File: src/rtl/sa_pkg.sv
// Shared constants and state encoding for the systolic-array AXI read path.
package sa_pkg;

    localparam logic [1:0] AXI_BURST_INCR = 2'b01;
    localparam logic [1:0] AXI_RESP_OKAY  = 2'b00;
    localparam int         AXI_PAGE_BYTES = 4096;

    typedef enum logic [2:0] {
        RD_IDLE,
        RD_AR_WAIT,
        RD_AR,
        RD_R,
        RD_DRAIN,
        RD_DONE
    } rd_state_e;

endpackage

File: src/rtl/sa_sync_fifo.sv
// Synchronous first-word-fall-through FIFO; head word visible the cycle after its push.
// Latency 1 cycle push-to-head; push when full and pop when empty are dropped.
// Backpressure: producer must respect full/count, consumer pops only when !empty.
module sa_sync_fifo #(
    parameter int DEPTH = 32,
    parameter int WIDTH = 32
) (
    input  logic                     clk,
    input  logic                     rstn,
    input  logic                     push,
    input  logic [WIDTH-1:0]         push_dat,
    input  logic                     pop,
    output logic [WIDTH-1:0]         pop_dat,
    output logic                     full,
    output logic                     empty,
    output logic [$clog2(DEPTH):0]   count
);

    localparam int AW = $clog2(DEPTH);
    localparam int CW = AW + 1;

    logic [WIDTH-1:0] mem [DEPTH];
    logic [AW-1:0]    wr_ptr;
    logic [AW-1:0]    rd_ptr;
    logic             do_push;
    logic             do_pop;

    assign full    = (count == CW'(DEPTH));
    assign empty   = (count == '0);
    assign do_push = push && !full;
    assign do_pop  = pop && !empty;
    assign pop_dat = mem[rd_ptr];

    always_ff @(posedge clk or negedge rstn) begin
        if (!rstn) begin
            wr_ptr <= '0;
            rd_ptr <= '0;
            count  <= '0;
        end else begin
            if (do_push) wr_ptr <= wr_ptr + AW'(1);
            if (do_pop)  rd_ptr <= rd_ptr + AW'(1);
            case ({do_push, do_pop})
                2'b10:   count <= count + CW'(1);
                2'b01:   count <= count - CW'(1);
                default: ;
            endcase
        end
    end

    // Storage is not reset; flushing only needs the pointers cleared.
    always_ff @(posedge clk) begin
        if (do_push) mem[wr_ptr] <= push_dat;
    end

endmodule

File: src/rtl/sa_axi_rd_dma.sv
// AXI4 read burst engine: splits a word request into 4 KB-safe bursts, streams words out via FIFO.
// Latency: start -> ARVALID after 2 cycles; R beat -> o_dout_valid next cycle.
// Backpressure: a burst is issued only when the FIFO has room for it, so RREADY never drops mid-burst.
// Optional SA_AXI_RD_DMA_RESP_CHECK_EN: sticky o_err on RRESP != OKAY or RID != 0.
module sa_axi_rd_dma
    import sa_pkg::*;
#(
    parameter int AXI_WIDTH_AD = 32,
    parameter int AXI_WIDTH_ID = 4,
    parameter int AXI_WIDTH_DA = 32,
    parameter int MAX_BURST    = 16,
    parameter int FIFO_DEPTH   = 32
) (
    input  logic                    clk,
    input  logic                    rstn,
    input  logic                    i_start,
    input  logic [AXI_WIDTH_AD-1:0] i_base_addr,
    input  logic [15:0]             i_num_words,
    output logic                    o_busy,
    output logic                    o_done,
    output logic                    o_err,
    output logic                    M_ARVALID,
    input  logic                    M_ARREADY,
    output logic [AXI_WIDTH_AD-1:0] M_ARADDR,
    output logic [AXI_WIDTH_ID-1:0] M_ARID,
    output logic [7:0]              M_ARLEN,
    output logic [2:0]              M_ARSIZE,
    output logic [1:0]              M_ARBURST,
    input  logic                    M_RVALID,
    output logic                    M_RREADY,
    input  logic [AXI_WIDTH_DA-1:0] M_RDATA,
    input  logic                    M_RLAST,
    input  logic [AXI_WIDTH_ID-1:0] M_RID,
    input  logic [1:0]              M_RRESP,
    output logic                    o_dout_valid,
    input  logic                    i_dout_ready,
    output logic [AXI_WIDTH_DA-1:0] o_dout_data
);

    localparam int CW = $clog2(FIFO_DEPTH) + 1;

    rd_state_e             state;
    logic [AXI_WIDTH_AD-1:0] base_addr;
    logic [AXI_WIDTH_AD-1:0] cur_addr;
    logic [15:0]           total_words;
    logic [15:0]           words_done;
    logic [15:0]           rem_words;
    logic [15:0]           page_words;
    logic [15:0]           free_slots;
    logic [15:0]           burst_len;
    logic [CW-1:0]         fifo_cnt;
    logic                  fifo_full;
    logic                  fifo_empty;
    logic                  beat;
    logic                  start_acc;
    logic                  more_words;
    logic                  unused_sigs;

    assign start_acc  = i_start && (state == RD_IDLE);
    assign beat       = M_RVALID && M_RREADY;
    assign cur_addr   = base_addr + AXI_WIDTH_AD'({words_done, 2'b00});
    assign rem_words  = total_words - words_done;
    assign page_words = 16'(AXI_PAGE_BYTES / 4) - 16'(cur_addr[11:2]);
    assign free_slots = 16'(FIFO_DEPTH) - 16'(fifo_cnt);
    // Progress is counted in beats actually received, so a short or long RLAST self-corrects.
    assign more_words = (words_done + 16'd1) < total_words;

    assign M_ARID    = '0;
    assign M_ARSIZE  = 3'($clog2(AXI_WIDTH_DA / 8));
    assign M_ARBURST = AXI_BURST_INCR;

    always_comb begin
        burst_len = rem_words;
        if (burst_len > 16'(MAX_BURST)) burst_len = 16'(MAX_BURST);
        if (burst_len > page_words)     burst_len = page_words;
    end

    always_ff @(posedge clk or negedge rstn) begin
        if (!rstn) begin
            state       <= RD_IDLE;
            base_addr   <= '0;
            total_words <= '0;
            words_done  <= '0;
            M_ARVALID   <= 1'b0;
            M_ARADDR    <= '0;
            M_ARLEN     <= '0;
            M_RREADY    <= 1'b0;
            o_busy      <= 1'b0;
            o_done      <= 1'b0;
        end else begin
            o_done <= 1'b0;
            case (state)
                RD_IDLE: begin
                    if (start_acc) begin
                        base_addr   <= {i_base_addr[AXI_WIDTH_AD-1:2], 2'b00};
                        total_words <= i_num_words;
                        words_done  <= '0;
                        o_busy      <= 1'b1;
                        if (i_num_words == 16'd0) begin
                            state  <= RD_DONE;
                            o_done <= 1'b1;
                        end else begin
                            state <= RD_AR_WAIT;
                        end
                    end
                end
                RD_AR_WAIT: begin
                    if (free_slots >= burst_len) begin
                        M_ARVALID <= 1'b1;
                        M_ARADDR  <= cur_addr;
                        M_ARLEN   <= 8'(burst_len - 16'd1);
                        state     <= RD_AR;
                    end
                end
                RD_AR: begin
                    if (M_ARREADY) begin
                        M_ARVALID <= 1'b0;
                        M_RREADY  <= 1'b1;
                        state     <= RD_R;
                    end
                end
                RD_R: begin
                    if (beat) begin
                        words_done <= words_done + 16'd1;
                        if (M_RLAST) begin
                            M_RREADY <= 1'b0;
                            state    <= more_words ? RD_AR_WAIT : RD_DRAIN;
                        end
                    end
                end
                RD_DRAIN: begin
                    if (fifo_empty) begin
                        state  <= RD_DONE;
                        o_done <= 1'b1;
                    end
                end
                RD_DONE: begin
                    state  <= RD_IDLE;
                    o_busy <= 1'b0;
                end
                default: state <= RD_IDLE;
            endcase
        end
    end

    sa_sync_fifo #(
        .DEPTH (FIFO_DEPTH),
        .WIDTH (AXI_WIDTH_DA)
    ) u_fifo (
        .clk      (clk),
        .rstn     (rstn),
        .push     (beat),
        .push_dat (M_RDATA),
        .pop      (o_dout_valid && i_dout_ready),
        .pop_dat  (o_dout_data),
        .full     (fifo_full),
        .empty    (fifo_empty),
        .count    (fifo_cnt)
    );

    assign o_dout_valid = !fifo_empty;

`ifdef SA_AXI_RD_DMA_RESP_CHECK_EN
    always_ff @(posedge clk or negedge rstn) begin
        if (!rstn)
            o_err <= 1'b0;
        else if (start_acc)
            o_err <= 1'b0;
        else if (beat && ((M_RRESP != AXI_RESP_OKAY) || (M_RID != '0)))
            o_err <= 1'b1;
    end
    assign unused_sigs = ^{fifo_full, i_base_addr[1:0]};
`else
    assign o_err       = 1'b0;
    assign unused_sigs = ^{fifo_full, i_base_addr[1:0], M_RRESP, M_RID};
`endif

endmodule
File: config.mk
export PLATFORM = sky130hd
export DESIGN_NAME = sa_axi_rd_dma
export DESIGN_NICKNAME = d
export VERILOG_FILES = /design/src/rtl/sa_pkg.sv /design/src/rtl/sa_sync_fifo.sv /design/src/rtl/sa_axi_rd_dma.sv
export SDC_FILE = /design/constraint.sdc
export NUM_CORES = 1
export LEC_CHECK = 0
export BUFFER_PORTS_ARGS = -buffer_cell sky130_fd_sc_hd__buf_2
export CAP_MARGIN = 20
export CORE_MARGIN = 8
export CORE_UTILIZATION = 35
export CTS_CLUSTER_SIZE = 30
export DETAILED_ROUTE_END_ITERATION = 6
export PLACE_DENSITY_LB_ADDON = 0.2
export SLEW_MARGIN = 30
export SYNTH_ARGS = -nofsm -noshare
export SYNTH_HDL_FRONTEND = slang
export SYNTH_SLANG_ARGS = --single-unit
File: constraint.sdc
create_clock -name clk -period 19.05 [get_ports clk]
set_clock_uncertainty 0.15 [all_clocks]
set_input_delay 0.9525 -clock clk [delete_from_list [all_inputs] [get_ports clk]]
set_output_delay 0.9525 -clock clk [all_outputs]
set_load 0.005 [all_outputs]
==> impl_metrics.ini <==
[clock_network]
cts-root-buf = clkbuf_16
cts_hold_buf = 0
cts_tree = built
cts.sinks = 1147
clock_latency_ps = 730
cts_buffers = 120
clk_pin_slew_worst_paths_ps = 50
htree_num_levels = 3
cts_resized = 0
post_cts_buffers = 0
clock_tree.buffer_depth = 3

[setup_path]
required_ps = 19470
cp_slowest_cell = or4_1
worstSetupStartpointType = register
timing.rr.start = words_done[13]$_DFFE_PN0P_
end_kind = register
path_class = reg -> reg
path_max_fanout = 68
crit_buf_inv = 4
r2r_slack_ps = 11240
critical-path-max-stage-delay_ps = 590
reg2reg_depth = 28
cp_top_family = simple AND/OR/NAND/NOR gates
r2r-end = M_ARADDR[14]$_DFFE_PN0P_
crit_arrival_ps = 8230

[route]
wl_met1_mm = 50.8
vias = 24500
drc_errors = 10
viasPerCell = 5.25
drt_first_pass_iters = 7
wl_met3_mm = 6.21
totalWireLength_mm = 118
drtIter0Drc = 2110
met2WireLength_mm = 58.7
wire_per_inst_um = 25.4
maxUsedRoutingLayer = met5
drtAntennaViolNets = 0

[floorplanning]
initial_utilization_pct = 35.3
rows = 135
dieArea_mm2 = 0.149
die_h_um = 386
die_w_um = 386
boundaryPins = 180
core-area_mm2 = 0.135

[timing]
whs_ps = 41.8
setup_violations = 0
fmax_ghz = 0.128
slew_viol_final = 0
period_share_pct = 41.0
slew_headroom_pct = 33.5
hold_viol = 0
grt_setup_unrepaired = no
setup_tns_ps = 0
tightest_slew_ps = 997
finalWorstSetupSlack_ps = 11240
final.min_clock_period_ps = 7810

[grt]
grt_max_degree = 80
antenna_found_initial = 11
grt_pass1_wl_mm = 173
grt-ovfl-total = 0
track_usage_pct = 15.8
grt_pass1_vias = 25700

[synthesis]
yosys_warnings = 0
netlist_instances = 2558
synth.avg_cell_area_um2 = 18.7
synth_edf_count = 1024
syn-cell-area_mm2 = 0.0478
synth_area_leaders = edfxtp_1 (64%), mux4_2 (15%), dfrtp_1 (6.4%)
synth_top_area_share_pct = 64.3
ys_ff_latch = 1147
ys_types = 83
yosys_most_used_dff = edfxtp_1
yosys.area.top_type = edfxtp_1
synthArstFlopShare_pct = 10.7
ys_seq_area_share_pct = 70.8

[placed_design]
gp_congestion = 0.825
pre_cts_slack_ps = 11320
portBuffers = 159
dp_hpwl_mm = 68.3

[status]
violations = design-rule violations
outcome = complete, but fails checks

[finish]
nFillCells = 12100
drive_gt1_share_pct = 27.7
nets = 2966
syn_to_final_growth_pct = 14.7

[power]
p_leak_nw = 18.4
power_density_mw_per_mm2 = 144
ir_drop_mv = 0.0721
p_total_mw = 7.89

[min_path]
worstHoldPathType = in -> async

[job]
maxCapViolations = 0
==> layout make-up <==
cell class | count | area [um2] | area share (%)
sequential | 1147 | 33800 | 61.7
multi-input combinational | 1243 | 13500 | 24.6
clock buffer | 154 | 3190 | 5.82
tap | 1781 | 2230 | 4.06
timing repair buffer | 210 | 1200 | 2.19
clock inverter | 63 | 637 | 1.16
inverter | 61 | 229 | 0.417
antenna | 2 | 5.00 | 0.00912
==> stage by stage <==
step	cell area (um2)	utilization [%]	instances
floorplan	47900	-	2579
global placement	51000	37.6	4442
detailed placement	51000	37.7	4442
CTS	54800	40.5	4659
global route	54900	40.5	4659
finish	54900	40.5	4661
==> layer usage <==
layer	vias up	GRT usage, %
li1	10700	-
met1	13000	21.0
met2	635	26.8
met3	129	2.68
met4	2	4.27
met5	-	0
==> state kept, by name, indices dropped and copies added, names as in the netlist <==
register and flops:
M_ARVALID 1, u_fifo.rd_ptr 5, M_ARLEN 8, state 3
total_words 16, M_RREADY 1, u_fifo.wr_ptr 5, M_ARADDR 30
words_done 16, u_fifo.mem 1024, o_done 1, base_addr 30
o_busy 1, u_fifo.count 6
==> synthesized netlist by cell type, drive strengths merged, types with 8 or more instances <==
| cell type | n |
|---|---|
| edfxtp | 1024 |
| mux4 | 320 |
| nand2 | 202 |
| dfrtp | 123 |
| nor2 | 98 |
| o21ai | 93 |
| ha | 87 |
| clkbuf | 76 |
| inv | 61 |
| xnor2 | 55 |
| buf | 52 |
| a21oi | 51 |
| mux2 | 44 |
| xor2 | 28 |
| nand3 | 22 |
| nor3 | 16 |
| nand2b | 12 |
| nand4 | 12 |
| nor2b | 12 |
| nor4 | 11 |
| or2 | 11 |
| o211ai | 10 |
| o21a | 10 |
| a211oi | 9 |
| a21o | 9 |
| and3 | 8 |
| o22ai | 8 |
| o31ai | 8 |
==> logic make-up (layout without fill, tap and decap cells) <==
| family | count (synthesis) | in the layout | synth area share [%] |
|---|---|---|---|
| other cells | 2 | 25 | 0.0157 |
| fa+ha+maj | 90 | 90 | 2.40 |
| buf+inv | 189 | 488 | 1.66 |
| compound gates | 242 | 242 | 3.23 |
| xor+xnor | 83 | 83 | 1.52 |
| mux | 368 | 368 | 16.2 |
| flops | 1147 | 1147 | 70.8 |
| simple gates | 437 | 437 | 4.21 |
==> cells in the final DEF, fill, tap and decap left out, types with 10 or more instances in the layout <==
master and n:
nand2_1 202, nor2_1 66, ha_1 87, edfxtp_1 1024
o21ai_1 20, mux4_2 320, clkbuf_16 122, nor3_1 16
nor2_4 32, buf_4 47, dfrtp_1 118, xnor2_1 55
nor2b_1 12, o21a_1 10, clkbuf_1 30, inv_1 61
xor2_1 28, nand2b_1 11, clkinv_2 21, o21ai_0 71
bufinv_16 10, a21oi_1 49, conb_1 23, nand3_1 22
mux2_2 35, nand4_1 12, buf_2 158, o211ai_1 10
clkinv_1 23
==> worst max path at each step <==
| stage | start | to | slack (ps) | depth (start not counted) |
|---|---|---|---|---|
| finish | words_done[13]$_DFFE_PN0P_ | M_ARADDR[14]$_DFFE_PN0P_ | 11240 | 28 |
| global route | words_done[13]$_DFFE_PN0P_ | M_ARADDR[14]$_DFFE_PN0P_ | 10640 | 28 |
| CTS | words_done[13]$_DFFE_PN0P_ | M_ARADDR[14]$_DFFE_PN0P_ | 11260 | 28 |
| detailed placement | words_done[13]$_DFFE_PN0P_ | M_ARADDR[14]$_DFFE_PN0P_ | 11320 | 28 |
| global placement | words_done[13]$_DFFE_PN0P_ | M_ARADDR[12]$_DFFE_PN0P_ | 11310 | 28 |
| floorplan | words_done[13]$_DFFE_PN0P_ | M_ARADDR[14]$_DFFE_PN0P_ | 12690 | 28 |
==> power by group <==
part / switching [mW] / internal (mW)
logic: 1.35 / 1.25
registers: 0.167 / 2.85
clock network: 0.965 / 1.31
No activity file was read; power rests on OpenSTA's default activity.
